==> src/rtl/instruction_fetch_unit.sv <==
// Fetch responder: owns PC/IR, fetches one word per PC over REQ/ACK, decodes IR fields.
// IF_DONE three cycles after W_IM with a zero-wait memory; waits up to TIMEOUT cycles for IM_ACK.
module instruction_fetch_unit #(
   parameter int unsigned         ADDR_W   = 16,
   parameter int unsigned         DATA_W   = 32,
   parameter logic [ADDR_W-1:0]   RESET_PC = '0,
   parameter int unsigned         TIMEOUT  = 15
) (
   input  logic              clk_i,
   input  logic              rst_i,
   input  logic              w_im_i,
   input  logic              w_pc_i,
   input  logic              s_mxpc_i,
   input  logic [ADDR_W-1:0] target_i,
   output logic              im_req_o,
   output logic [ADDR_W-1:0] im_addr_o,
   input  logic              im_ack_i,
   input  logic [DATA_W-1:0] im_data_i,
   output logic              if_done_o,
   output logic              if_err_o,
   output logic [ADDR_W-1:0] pc_o,
   output logic [2:0]        type_o,
   output logic [4:0]        op_o,
   output logic [3:0]        rd_o,
   output logic [3:0]        ra_o,
   output logic [3:0]        rb_o,
   output logic [15:0]       imm_o
);

   localparam int unsigned CNT_W = 8;

   typedef enum logic [1:0] {S_IDLE, S_REQ, S_WAIT} state_t;

   state_t              state_q, state_d;
   logic [ADDR_W-1:0]   pc_q, pc_d;
   logic [ADDR_W-1:0]   pend_pc_q, pend_pc_d;
   logic [DATA_W-1:0]   ir_q, ir_d;
   logic [CNT_W-1:0]    cnt_q, cnt_d;
   logic                fetched_q, fetched_d;
   logic                pend_q, pend_d;
   logic                done_q, done_d;
   logic                err_q, err_d;
   logic [ADDR_W-1:0]   npc;
   logic                complete;

   always_comb begin
      state_d   = state_q;
      pc_d      = pc_q;
      pend_pc_d = pend_pc_q;
      ir_d      = ir_q;
      cnt_d     = cnt_q;
      fetched_d = fetched_q;
      pend_d    = pend_q;
      done_d    = 1'b0;
      err_d     = err_q;
      npc       = s_mxpc_i ? target_i : pc_q + ADDR_W'(1);
      complete  = im_ack_i || (cnt_q == CNT_W'(TIMEOUT - 1));

      case (state_q)
         S_IDLE: begin
            cnt_d = '0;
            // A PC write takes priority; the fetch starts from the new PC next cycle.
            if (w_pc_i) begin
               pc_d      = npc;
               fetched_d = 1'b0;
            end else if (w_im_i && !fetched_q) begin
               state_d = S_REQ;
            end
         end
         S_REQ: begin
            cnt_d   = '0;
            state_d = S_WAIT;
            if (w_pc_i) begin
               pend_d    = 1'b1;
               pend_pc_d = npc;
            end
         end
         S_WAIT: begin
            if (!complete) begin
               cnt_d = cnt_q + CNT_W'(1);
               if (w_pc_i) begin
                  pend_d    = 1'b1;
                  pend_pc_d = npc;
               end
            end else begin
               state_d = S_IDLE;
               done_d  = 1'b1;
               cnt_d   = '0;
               pend_d  = 1'b0;
               ir_d    = im_ack_i ? im_data_i : '0;
               if (!im_ack_i) err_d = 1'b1;
               // A PC write in the completion cycle beats any earlier pending write.
               if (w_pc_i) begin
                  pc_d      = npc;
                  fetched_d = 1'b0;
               end else if (pend_q) begin
                  pc_d      = pend_pc_q;
                  fetched_d = 1'b0;
               end else begin
                  fetched_d = 1'b1;
               end
            end
         end
         default: state_d = S_IDLE;
      endcase
   end

   always_ff @(posedge clk_i) begin
      if (rst_i) begin
         state_q   <= S_IDLE;
         pc_q      <= RESET_PC;
         pend_pc_q <= '0;
         ir_q      <= '0;
         cnt_q     <= '0;
         fetched_q <= 1'b0;
         pend_q    <= 1'b0;
         done_q    <= 1'b0;
         err_q     <= 1'b0;
      end else begin
         state_q   <= state_d;
         pc_q      <= pc_d;
         pend_pc_q <= pend_pc_d;
         ir_q      <= ir_d;
         cnt_q     <= cnt_d;
         fetched_q <= fetched_d;
         pend_q    <= pend_d;
         done_q    <= done_d;
         err_q     <= err_d;
      end
   end

   assign im_req_o  = (state_q != S_IDLE);
   assign im_addr_o = pc_q;
   assign if_done_o = done_q;
   assign if_err_o  = err_q;
   assign pc_o      = pc_q;
   assign type_o    = ir_q[31:29];
   assign op_o      = ir_q[28:24];
   assign rd_o      = ir_q[23:20];
   assign ra_o      = ir_q[19:16];
   assign rb_o      = ir_q[15:12];
   assign imm_o     = ir_q[15:0];

endmodule

==> config.mk <==
export PLATFORM = sky130hd
export DESIGN_NAME = instruction_fetch_unit
export DESIGN_NICKNAME = d
export VERILOG_FILES = /design/src/rtl/instruction_fetch_unit.sv
export SDC_FILE = /design/constraint.sdc
export NUM_CORES = 1
export LEC_CHECK = 0
export ABC_AREA = 1
export CORE_ASPECT_RATIO = 0.6
export CORE_MARGIN = 4
export CORE_UTILIZATION = 30
export DETAILED_ROUTE_END_ITERATION = 12
export PLACE_DENSITY = 0.53
export SETUP_SLACK_MARGIN = 0.3
export SYNTH_ARGS = -nofsm -noshare
export SYNTH_HDL_FRONTEND = slang
export SYNTH_SLANG_ARGS = --single-unit
==> constraint.sdc <==
create_clock -name clk_i -period 1.6 [get_ports clk_i]
set_clock_uncertainty 0.15 [all_clocks]
set_input_delay 0.24 -clock clk_i [delete_from_list [all_inputs] [get_ports clk_i]]
set_output_delay 0.24 -clock clk_i [all_outputs]
set_load 0.005 [all_outputs]
==> out/metrics.yaml <==
run_status:
  outcome: "finished with violations"
  violations: "negative setup slack"
place:
  io_buffers: 124
  place.gp.congestion: 0.9182
  dp.cells: 937
  post_dp_cell_area_sq_um: 5904
  place_hpwl_mm: 9.591
  place_ws_ps: -423.0
synth:
  ys_ff_latch: 78
  yosysWarnings: 0
  yosys-top-cells-area: "dfxtp_1, nand2_1, nand3_1"
  synth-edff-count: 0
  synth.distinct_cells: 35
  syn_area_sq_um: 4091
  syn_area_per_cell_sq_um: 6.674
  async_flop_share_pct: 0
  synth_top_area_cell: "dfxtp_1"
  yosysMostFrequentCell: "nand2_1"
  ys_seq_area_share_pct: 38.17
  synthCells: 613
  yosysTopAreaCellShare_pct: 38.17
  synthFlopType: "dfxtp_1"
  netlist_top_cells_count: "nand2_1, dfxtp_1, nor2_1"
  syn-num-nets: 675
timing:
  clock.fmax_ghz: 0.5721
  setup_viol: 68
  setup_tns_ps: -5864
  min_period_over_period_pct: 109.2
  max-slew-margin-rel_pct: 59.88
  timing.hold.ws_ps: 294.1
  hold_viol_final: 0
  drv_slew: 0
  rsz0062_at_grt: "yes"
  worstMarginPinSlew_ps: 601.8
  post-route-min-period_ps: 1748
  fin_ws_ps: -147.8
drt:
  wl_mm: 15.25
  avgViaCountPerCell: 4.691
  drt_iter0_drc: 202
  drt_pass1_iterations: 5
  postRouteAntennaNets: 0
  vias: 4719
  drc: 0
  wire_per_inst_microns: 15.16
global_route:
  grt_max_degree: 44
  grt_pass1_vias: 4526
  antenna_found_initial: 1
  grt_usage_pct: 17.62
  grt_pass1_wl_mm: 22.58
  overflow: 0
clock_tree:
  root_buffer: "clkbuf_16"
  h-tree-depth: 3
  clk_pin_slew_ps: 70
  clock-sinks: 78
  cts_buffers: 9
  clockBufferDepth: 2
  clock_latency_ps: 340
  cts_tree: "done"
setup_path:
  r2r-start: "cnt_q[0]$_SDFFE_PP0P_"
  cp.arrival_ps: 1800
  rrSetupSlack_ps: -150
  r2r_cells: 10
  path_max_fanout: 8
  worst-setup-path-type: "register to register"
  r2r_end: "ir_q[19]$_SDFFE_PP0P_"
  endpoint_kind: "register"
  cp.required_ps: 1650
  worstSetupStartpointType: "register"
layout:
  insertedDiodeCount: 0
  drive_gt1_share_pct: 48.44
  area_growth_pct: 83.76
  stdcell_count: 1006
  ff_latch_area_sq_um: 1653
  postLayoutCellArea_sq_um: 7518
  multi_input_area_sq_um: 2674
  layout.nets: 893
  fill_cells: 1198
  fin_util_pct: 57.43
floorplanning:
  die-height_microns: 98.46
  dieArea_sq_um: 15630
  start_util_pct: 31.25
  core_area_sq_um: 13090
  fp-row-count: 32
  die_x_microns: 158.8
  io_pins: 125
pwr:
  pwr-share-seq_pct: 27.7
  power.net_switching_mw: 3.783
  intPower_mw: 6.452
  p_comb_share_pct: 51.9
  swShare_pct: 36.96
  ir_drop_uv: 645.9
  p_clk_share_pct: 20.5
  leakage_nw: 3.366
  totalPowerFinal_mw: 10.24
  p_per_area_nw_per_um2: 1361
hold_path:
  hp-class: "input port to register"
  min_from: "im_data_i[20]"
  hold_depth: 3
  hold_path_end: "ir_q[20]$_SDFFE_PP0P_"
flow_run:
  cap_viol_max_count: 0
==> worst max path at each step <==
stage	from	endpoint	slack, ps	cells after the start
after CTS	cnt_q[0]$_SDFFE_PP0P_	im_addr_o[3]$_SDFFE_PP0P_	-100	10
after global routing	im_addr_o[0]$_SDFFE_PP0P_	im_addr_o[12]$_SDFFE_PP0P_	-230	13
after floorplan	cnt_q[0]$_SDFFE_PP0P_	pend_pc_q[13]$_SDFFE_PP0P_	-50	13
after detailed placement	s_mxpc_i	im_addr_o[1]$_SDFFE_PP0P_	-420	6
final	cnt_q[0]$_SDFFE_PP0P_	ir_q[19]$_SDFFE_PP0P_	-150	10
after global placement	s_mxpc_i	im_addr_o[1]$_SDFFE_PP0P_	-410	6
==> sequential cells by signal, indices dropped and copies added, names as in the netlist <==
register / count
ir_q: 32
im_addr_o: 16
pend_pc_q: 16
cnt_q: 8
state_q: 2
fetched_q: 1
if_done_o: 1
if_err_o: 1
pend_q: 1
==> kinds of logic (layout without fill, tap and decap cells) <==
family / count (synthesis) / in the layout / synth area share [%]
XOR/XNOR: 6 / 6 / 1.284
AND/OR/NAND/NOR: 333 / 333 / 34.25
multiplexers: 2 / 2 / 0.4893
flip-flops: 78 / 78 / 38.17
buffers and inverters: 101 / 324 / 12.45
adder cells (fa/ha/maj): 8 / 8 / 2.447
AO/OA/AOI/OAI: 85 / 85 / 10.92
==> power by group through the flow <==
stage	registers [mW]	logic, mW	clock network (mW)
finish	2.83	5.31	2.09
global route	2.88	5.74	2.23
CTS	2.74	4.47	2.14
detailed placement	2.69	3.67	0
global placement	2.67	3.64	0
floorplan	2.75	1.91	0
==> what timing repair did <==
action                                  in CTS  in global routing
cloned                                       4                  7
setup buffers                               27                 15
pin swaps                                   24                 43
gates resized for setup                    355                194
hold buffers                                 0                  0
endpoints found under the setup margin     149                142
==> layout by cell type, fill, tap and decap left out, types with 27 or more instances in the layout <==
| master | count |
|---|---|
| buf_4 | 77 |
| dfxtp_1 | 27 |
| nand3_1 | 42 |
| clkdlybuf4s50_1 | 53 |
| inv_1 | 37 |
| nand2_2 | 27 |
| nand2_1 | 154 |
| dfxtp_2 | 40 |
| nor2_1 | 37 |
| buf_6 | 57 |
==> area by class of cell <==
type	instances	area share, %
Clock buffer	10	3.045
Clock inverter	6	0.9486
Timing Repair inverter	3	0.3495
Multi-Input combinational cell	434	35.56
Sequential cell	78	21.98
Inverter	55	3.179
Tap cell	170	2.829
Timing Repair Buffer	250	32.10
==> worst max-delay path, cell delays in order, from the launching register on <==
cell and delay [ps]:
dfxtp_2 320, inv_2 70, ha_4 130, nand3_2 60
or2_4 260, nand2_4 90, nand2_8 70, buf_12 140
clkbuf_16 170, nand2_1 80, a21oi_2 60
==> routing by layer <==
metal | part of all wire (%) | GRT usage, % | vias up
met5 | 0.085 | 0 | -
met4 | 0.58 | 2.667 | 2
met3 | 9.3 | 6.895 | 12
met2 | 44 | 28.03 | 156
met1 | 46 | 23.33 | 2171
li1 | - | - | 2378
Note: power is estimated with default switching activity, not from simulation.
